`src/rtl/beam_scaler_pkg.sv`:
```
// Shared types, default widths and the saturating increment used by the
// beam trigger scaler.
package beam_scaler_pkg;

  typedef enum logic {IDLE, RUN} scaler_state_e;

  localparam int unsigned DEF_CNT_BITS    = 16;
  localparam int unsigned DEF_PERIOD_BITS = 24;

  // Adds one when inc is set, sticking at max_val.
  function automatic logic [31:0] sat_inc(input logic [31:0] val,
                                          input logic        inc,
                                          input logic [31:0] max_val);
    return (inc && (val < max_val)) ? val + 32'd1 : val;
  endfunction

endpackage

```
`src/rtl/beam_trig_counter.sv`:
```
// One scaler channel: rising-edge detect, saturating live counter and
// live saturation flag.
module beam_trig_counter
  import beam_scaler_pkg::*;
#(
  parameter int unsigned CNT_BITS = DEF_CNT_BITS
) (
  input  logic                clk_i,
  input  logic                rst_i,
  input  logic                trig_i,
  input  logic                count_en_i,
  input  logic                clear_i,
  input  logic                capture_i,
  output logic [CNT_BITS-1:0] cap_cnt_o,
  output logic                cap_sat_o
);

  localparam logic [31:0] CNT_MAX = 32'((64'd1 << CNT_BITS) - 64'd1);

  logic                prev_q;
  logic [CNT_BITS-1:0] cnt_q;
  logic                sat_q;
  logic                rise_w;

  assign rise_w = trig_i & ~prev_q;

  // Capture outputs include the current cycle's edge so the last gate cycle counts.
  assign cap_cnt_o = CNT_BITS'(sat_inc(32'(cnt_q), rise_w, CNT_MAX));
  assign cap_sat_o = sat_q | (rise_w & (&cnt_q));

  always_ff @(posedge clk_i or posedge rst_i) begin
    if (rst_i) begin
      prev_q <= 1'b0;
      cnt_q  <= '0;
      sat_q  <= 1'b0;
    end else begin
      prev_q <= trig_i;
      if (clear_i || capture_i) begin
        cnt_q <= '0;
        sat_q <= 1'b0;
      end else if (count_en_i) begin
        cnt_q <= cap_cnt_o;
        sat_q <= cap_sat_o;
      end
    end
  end

endmodule

```
`src/rtl/beam_trigger_scaler.sv`:
```
// Gated rising-edge scaler for the beamformer trigger bits, with a shadow
// bank latched at each gate end and a registered read port.
module beam_trigger_scaler
  import beam_scaler_pkg::*;
#(
  parameter int unsigned NBEAMS      = 2,
  parameter int unsigned CNT_BITS    = DEF_CNT_BITS,
  parameter int unsigned PERIOD_BITS = DEF_PERIOD_BITS
) (
  input  logic                          clk_i,
  input  logic                          rst_i,
  input  logic [2*NBEAMS-1:0]           trigger_i,
  input  logic                          enable_i,
  input  logic [PERIOD_BITS-1:0]        period_i,
  input  logic                          rd_en_i,
  input  logic [$clog2(2*NBEAMS)-1:0]   rd_addr_i,
  output logic [CNT_BITS-1:0]           rd_data_o,
  output logic                          rd_valid_o,
  output logic [2*NBEAMS-1:0]           sat_o,
  output logic                          period_done_o
);

  localparam int unsigned NCH = 2 * NBEAMS;

  scaler_state_e          state_q, state_d;
  logic [PERIOD_BITS-1:0] gcnt_q;
  logic                   clear, capture, count_en, load, done_d;
  logic                   start_ok;

  logic [CNT_BITS-1:0]    cap_cnt  [NCH];
  logic [NCH-1:0]         cap_sat;
  logic [CNT_BITS-1:0]    shadow_q [NCH];
  logic [NCH-1:0]         sat_q;

  assign start_ok = enable_i && (|period_i);

  for (genvar k = 0; k < NCH; k++) begin : g_ch
    beam_trig_counter #(.CNT_BITS(CNT_BITS)) u_cnt (
      .clk_i      (clk_i),
      .rst_i      (rst_i),
      .trig_i     (trigger_i[k]),
      .count_en_i (count_en),
      .clear_i    (clear),
      .capture_i  (capture),
      .cap_cnt_o  (cap_cnt[k]),
      .cap_sat_o  (cap_sat[k])
    );
  end

  always_ff @(posedge clk_i or posedge rst_i) begin
    if (rst_i) state_q <= IDLE;
    else       state_q <= state_d;
  end

  always_comb begin
    state_d  = state_q;
    clear    = 1'b0;
    capture  = 1'b0;
    count_en = 1'b0;
    load     = 1'b0;
    done_d   = 1'b0;
    unique case (state_q)
      IDLE: begin
        clear = 1'b1;
        if (start_ok) begin
          state_d = RUN;
          load    = 1'b1;
        end
      end
      RUN: begin
        // Gate completion takes priority over an abort on the last cycle.
        if (gcnt_q == '0) begin
          capture = 1'b1;
          done_d  = 1'b1;
          if (start_ok) load    = 1'b1;
          else          state_d = IDLE;
        end else if (!enable_i) begin
          clear   = 1'b1;
          state_d = IDLE;
        end else begin
          count_en = 1'b1;
        end
      end
      default: state_d = IDLE;
    endcase
  end

  always_ff @(posedge clk_i or posedge rst_i) begin
    if (rst_i)                 gcnt_q <= '0;
    else if (load)             gcnt_q <= period_i - PERIOD_BITS'(1);
    else if (state_d == IDLE)  gcnt_q <= '0;
    else                       gcnt_q <= gcnt_q - PERIOD_BITS'(1);
  end

  always_ff @(posedge clk_i or posedge rst_i) begin
    if (rst_i) begin
      for (int unsigned k = 0; k < NCH; k++) shadow_q[k] <= '0;
      sat_q         <= '0;
      period_done_o <= 1'b0;
    end else begin
      period_done_o <= done_d;
      if (capture) begin
        for (int unsigned k = 0; k < NCH; k++) shadow_q[k] <= cap_cnt[k];
        sat_q <= cap_sat;
      end
    end
  end

  assign sat_o = sat_q;

  // Reads sample the bank before any same-cycle capture lands.
  always_ff @(posedge clk_i or posedge rst_i) begin
    if (rst_i) begin
      rd_data_o  <= '0;
      rd_valid_o <= 1'b0;
    end else begin
      rd_valid_o <= rd_en_i;
      if (rd_en_i)
        rd_data_o <= (32'(rd_addr_i) < NCH) ? shadow_q[rd_addr_i] : '0;
    end
  end

endmodule
```
`config.mk`:
```
export PLATFORM = sky130hd
export DESIGN_NAME = beam_trigger_scaler
export DESIGN_NICKNAME = d
export VERILOG_FILES = /design/src/rtl/beam_scaler_pkg.sv /design/src/rtl/beam_trig_counter.sv /design/src/rtl/beam_trigger_scaler.sv
export SDC_FILE = /design/constraint.sdc
export NUM_CORES = 1
export LEC_CHECK = 0
export ABC_AREA = 1
export BUFFER_PORTS_ARGS = -buffer_cell sky130_fd_sc_hd__buf_4
export CORE_ASPECT_RATIO = 1.75
export CORE_MARGIN = 4
export CORE_UTILIZATION = 59
export CTS_BUF_LIST = sky130_fd_sc_hd__clkbuf_2 sky130_fd_sc_hd__clkbuf_4 sky130_fd_sc_hd__clkbuf_8
export DETAILED_ROUTE_END_ITERATION = 8
export PLACE_DENSITY_LB_ADDON = 0.08
export SYNTH_ARGS = -nofsm -noshare
export SYNTH_HDL_FRONTEND = slang
export SYNTH_SLANG_ARGS = --single-unit
```
`constraint.sdc`:
```
create_clock -name clk_i -period 12.7 [get_ports clk_i]
set_clock_uncertainty 0.05 [all_clocks]
set_input_delay 0.635 -clock clk_i [delete_from_list [all_inputs] [get_ports clk_i]]
set_output_delay 0.635 -clock clk_i [all_outputs]
set_load 0.005 [all_outputs]
```
After elaboration in Yosys (flattened, before gate mapping). Index checks and enable logic that the tools add are counted.

Bits in registers: 183. Bits of input ports: 34. Output and inout bits: 22. Word-level logic and storage cells: 102.

Add/subtract/negate cells: 6. $lt $le $gt $ge: 5. Multiplexer cells: 38. Bitwise gates (word level): 18. Reduce and logical (&&, ||, !) cells: 13.

Operator list (count): 16-bit two-way mux (14); 16-bit by 1-bit adder with 16-bit output (second input constant) (4); 16-bit less-than comparator (second input constant) (4); 16-bit AND reduction (4); 24-bit two-way mux (2); 24-bit by 1-bit subtractor with 24-bit output (second input constant) (2); 16-bit binary-select mux with 2-bit select (1); 24-bit logical NOT (1); 24-bit OR reduction (1); 1-bit two-way mux (18); 1-bit bitwise AND (8); 1-bit case mux with 2 select lines (3); 1-bit logical AND (5); 1-bit inverter (5); 1-bit OR (4); 3-bit >= comparator (second input constant) (1); 2-bit inverter with 3-bit output (1); 2-bit nonzero test (1); 1-bit logical OR (1).

Logic depth before layout (Yosys ltp).
Depth after elaboration: 7. Mapped depth: 11. Depth with buffers taken out: 11.

Cells and area by module. A second synthesis with hierarchy kept.

Cell total of the unflattened synthesis: 1634. Area total of the unflattened synthesis: 11363.4 um2.

Modules (own cells, without submodules): beam_trigger_scaler (times used 1, cells each 774, area an instance 5818.1 um2, seq. area each 2777.7 um2); beam_trig_counter (times used 4, cells each 215, area an instance 1386.3 um2, seq. area each 450.4 um2).

Least setup slack after synthesis. No wires, ideal clock.

Kind: input to register. From: in period_i[0]. To: reg gcnt_q[11]. Library setup time: 0.116 ns. Arrival time: 1.662 ns. Data required time: 12.534 ns. Slack: 10.871 ns. Stages: 10. Buffers on the path: 1. Cells stage by stage: inv_1 ha_1 nand2_1 nor2_1 nand3_1 nand2_1 a21oi_4 buf_4 nand2_1 nand2_1.

Longest elaborated chain between the ends: 7. Elaborated cells on any way between the ends: 10. Classes of those cells: add/sub: 1; mux: 7; reduce/logical: 2.

Ends and longest elaborated chain: from (decl) (RTL line beam_trigger_scaler.sv:14) `input logic [PERIOD_BITS-1:0] period_i,`; 24-bit OR reduction (RTL line beam_trigger_scaler.sv:35) `assign start_ok = enable_i && (|period_i);`; 1-bit logical AND (RTL line beam_trigger_scaler.sv:35); 1-bit two-way mux (RTL line beam_trigger_scaler.sv:65, beam_trigger_scaler.sv:75); 1-bit two-way mux (RTL line beam_trigger_scaler.sv:72) `if (gcnt_q == '0) begin`; 1-bit case mux with 2 select lines (RTL line beam_trigger_scaler.sv:62) `unique case (state_q)`; 24-bit two-way mux (RTL line beam_trigger_scaler.sv:91) `else if (state_d == IDLE) gcnt_q <= '0;`; 24-bit two-way mux (*) (RTL line beam_trigger_scaler.sv:90) `else if (load) gcnt_q <= period_i - PERIOD_BITS'(1);`; to (signal assigned) (RTL line beam_trigger_scaler.sv:90); to (signal assigned) (RTL line beam_trigger_scaler.sv:92) `else gcnt_q <= gcnt_q - PERIOD_BITS'(1);`; to (decl) (RTL line beam_trigger_scaler.sv:26) `logic [PERIOD_BITS-1:0] gcnt_q;`.

Every way passes the cells marked *; elsewhere a longest branch is shown, timed or not. A chain may end at the register's enable or synchronous reset.

Final worst setup path.
From: reg gcnt_q[0]. To: reg g_ch[0].u_cnt.cnt_q[8].

Longest elaborated chain between the ends: 5. Elaborated cells on any way between the ends: 10. Classes of those cells: mux: 7; reduce/logical: 3.

Ends and longest elaborated chain: 24-bit logical NOT (*) (RTL line beam_trigger_scaler.sv:72); 1-bit two-way mux (RTL line beam_trigger_scaler.sv:72); 1-bit case mux with 2 select lines / 1-bit two-way mux (equally long branches) (RTL line beam_trigger_scaler.sv:62); 1-bit logical OR (RTL line beam_trig_counter.sv:38) `if (clear_i || capture_i) begin`; 16-bit two-way mux / 2-bit nonzero test (equally long branches); to (signal assigned) (RTL line beam_trig_counter.sv:42) `cnt_q <= cap_cnt_o;`; to (decl) (RTL line beam_trig_counter.sv:21) `logic [CNT_BITS-1:0] cnt_q;`.

Marked as above.

==> impl_metrics.tcl <==
set metrics [dict create \
    seqCellArea_sq_um 4580 \
    nFillCells 1619 \
    synth_edf_count 0 \
    ys_async_sr_fraction_pct 100 \
    worstSetupEndpointType "flip-flop" \
    multi_input_area_sq_um 5110 \
    grt_pass1_wl_microns 44400 \
    worst_slew_pin_slew_ns 1.21 \
    yosysSeqAreaShare_pct 44.2 \
    yosys_warnings 0 \
    p_per_area_nw_per_um2 142 \
    whs_ns 0.212 \
    gp_congestion 0.937 \
    synth_ff_type "dfrtp_1" \
    cts_made_buffers 17 \
    drive_above_1_share_pct 7.83 \
    ys_ff_latch 183 \
    critical_path_arrival_ns 3.29 \
    cts_root_buf "clkbuf_8" \
    antenna_cells 0 \
    grt_use_met3_pct 3.77 \
    worstSetupStartpointType "flip-flop" \
    area_growth_pct 8.64 \
    htreeDepth 4 \
    max_slew_margin_pct 19.4 \
    post_cts.repair.setup_buffers 0 \
    design.die.area_sq_um 19800 \
    cts_tree "built" \
    r2r_cells 9 \
    drv_slew 0 \
    finalWirelength_microns 26800 \
    clk_latency_ns 0.48 \
    dr_total_vias 9214 \
    cts_resized 0 \
    status "finished, final reports clean" \
    viasPerCell 5.24 \
    fmax_mhz 337 \
    wl_per_cell_microns 15.3 \
    maxCapViolCount 0 \
    initial_utilization_pct 60.6 \
    use_met1_pct 30.7 \
    drtIter0Drc 625 \
    ant_nets 0 \
    port_buffers 55 \
    setup_ws_ns 9.73 \
    synthesis.area_per_instance_sq_um 6.99 \
    nets 1560 \
    placed_cell_area_sq_um 10900 \
    post-place-ws_ns 9.76 \
    finalCriticalPeriod_ns 2.97 \
    grt_pass1_vias 9242 \
    synth_nets 1524 \
    design.core.area_sq_um 17100 \
    grt_max_degree 121 \
    cts_buffer_depth 2 \
    dpl.hpwl_microns 19700 \
    grt_remaining_overflow 0 \
    antenna_found_initial 0 \
    setup_viol 0 \
    die_height_microns 183 \
    grt_use_met2_pct 54.7 \
    clkTransAtPathRegs_ns 0.10 \
    rsz0062_at_grt "no" \
    critPathKind "flip-flop to flip-flop" \
    min_period_over_period_pct 23.4 \
    holdBufCountCts 0 \
    synthCells 1483 \
    drc_errors 0 \
    final_hold_viol_count 0 \
    grt_use_total_pct 28.8 \
    busiest_layer "met2" \
    min_path_type "primary input to flip-flop" \
    leakage_uw 0.00521 \
    io_pins 56 \
    netlist_area_sq_um 10400 \
    die_x_microns 108 \
    fin_area_sq_um 11300 \
    dr.pass1.iters 5 \
    yosysUniqueCellTypes 30 \
    rows 63 \
    worstHoldPathCells 1 \
    fin_setup_tns_ns 0 \
    crit_required_ns 13.02 \
    cts_sinks 183 \
    path_max_fanout 70 \
    ir_worst_vdd_mv 0.0653 \
]
-- per-stage QoR --
stage	std cells	utilization, %	power, uW
floorplan	1483	-	1070
global placement	1727	63.6	1200
detailed placement	1727	63.6	1220
CTS	1759	65.9	1610
global route	1759	65.9	1710
finish	1759	65.9	1600
-- metal layers --
layer	part of all wire, %	up-vias
li1	-	4692
met1	38	4271
met2	55	184
met3	2.5	67
met4	4.5	0
met5	0	-
-- where the power goes --
group | total (uW) | internal [uW] | switching (uW)
clock | 394 | 168 | 226
sequential | 820 | 725 | 94.6
combinational | 388 | 153 | 235
-- path summary, 6_finish.rpt --
kind	end	from	slack [ns]
setup / recovery	g_ch[0].u_cnt.cnt_q[8]	gcnt_q[0]	9.73
hold / removal	g_ch[2].u_cnt.prev_q	trigger_i[2]	0.21
setup reg to reg	g_ch[0].u_cnt.cnt_q[8]	gcnt_q[0]	9.73
hold reg to reg	shadow_q[14]	shadow_q[14]	0.44
max in group asynchronous	g_ch[1].u_cnt.cnt_q[0]	rst_i	10.97
min in group asynchronous	g_ch[3].u_cnt.cnt_q[15]	rst_i	0.27
-- cell type report --
| class | instances | area share (%) |
|---|---|---|
| clock inverter | 13 | 1.21 |
| tap | 227 | 2.52 |
| inverter | 117 | 3.96 |
| sequential | 183 | 40.6 |
| timing repair buffer | 60 | 4.00 |
| multi-input combinational | 1140 | 45.4 |
| clock buffer | 19 | 2.27 |
-- cell usage after synthesis, types with 2 or more instances --
cell | n | share of area [%]
o21ai_1 | 11 | 0.53
a31oi_1 | 17 | 1.0
nand3b_1 | 6 | 0.43
nand2_1 | 525 | 19
buf_4 | 4 | 0.29
nand4_1 | 12 | 0.72
nor3_1 | 8 | 0.39
xnor2_1 | 24 | 2.0
nor2_2 | 8 | 0.48
inv_2 | 2 | 0.072
nor2_1 | 291 | 11
nand2_2 | 2 | 0.12
buf_6 | 5 | 0.54
inv_1 | 115 | 4.2
nand3_2 | 2 | 0.19
nand3_1 | 86 | 4.2
dfrtp_1 | 183 | 44
o21ai_2 | 8 | 0.68
o21ai_0 | 72 | 3.5
buf_2 | 19 | 0.92
or2_2 | 3 | 0.18
a21oi_1 | 11 | 0.53
xor2_1 | 42 | 3.5
ha_1 | 7 | 0.84
clkbuf_1 | 15 | 0.54
-- cells in the final DEF (no fill, tap or decap) --
cell and n:
a31oi_1 17, xnor2_1 24, nor2_2 8, and2_1 1, or2_2 3, nand2_1 525
nor2_1 291, nor4_1 1, clkbuf_4 1, clkinvlp_4 3, inv_2 2, nor3_1 8
nand4_1 12, nand3b_1 6, nand2_2 2, buf_4 60, inv_8 3, inv_1 114
nor2_4 1, a21oi_1 11, inv_6 4, o21ai_2 8, clkbuf_8 18, xor2_1 42
nand3_1 86, clkinv_4 3, dfrtp_1 183, ha_1 7, o21ai_1 11, o21ai_0 72
a21oi_4 1, bufinv_16 1, o211ai_1 1, nand3_2 2
-- cells by family after synthesis --
| family | synth area share [%] |
|---|---|
| XOR/XNOR | 5.57 |
| buffers and inverters | 6.53 |
| adder cells (fa/ha/maj) | 0.844 |
| AO/OA/AOI/OAI | 6.47 |
| flip-flops | 44.2 |
| AND/OR/NAND/NOR | 36.4 |
-- worst max-delay path, stage by stage, from the launching register on --
cell and delay [ns]:
dfrtp_1 0.40, inv_1 0.12, ha_1 0.29, nand3_1 0.10, nor2_1 0.12, nand3_1 0.12, nand3_2 0.08, buf_4 0.66
inv_1 0.59, and2_1 0.33
-- state kept, by name (all words and copies together) (netlist names) --
register,cells
period_done_o,1
g_ch.u_cnt.prev_q,4
g_ch.u_cnt.sat_q,4
state_q,1
rd_data_o,16
rd_valid_o,1
sat_o,4
g_ch.u_cnt.cnt_q,64
gcnt_q,24
shadow_q,64
Note: power is estimated with default switching activity, not from simulation.
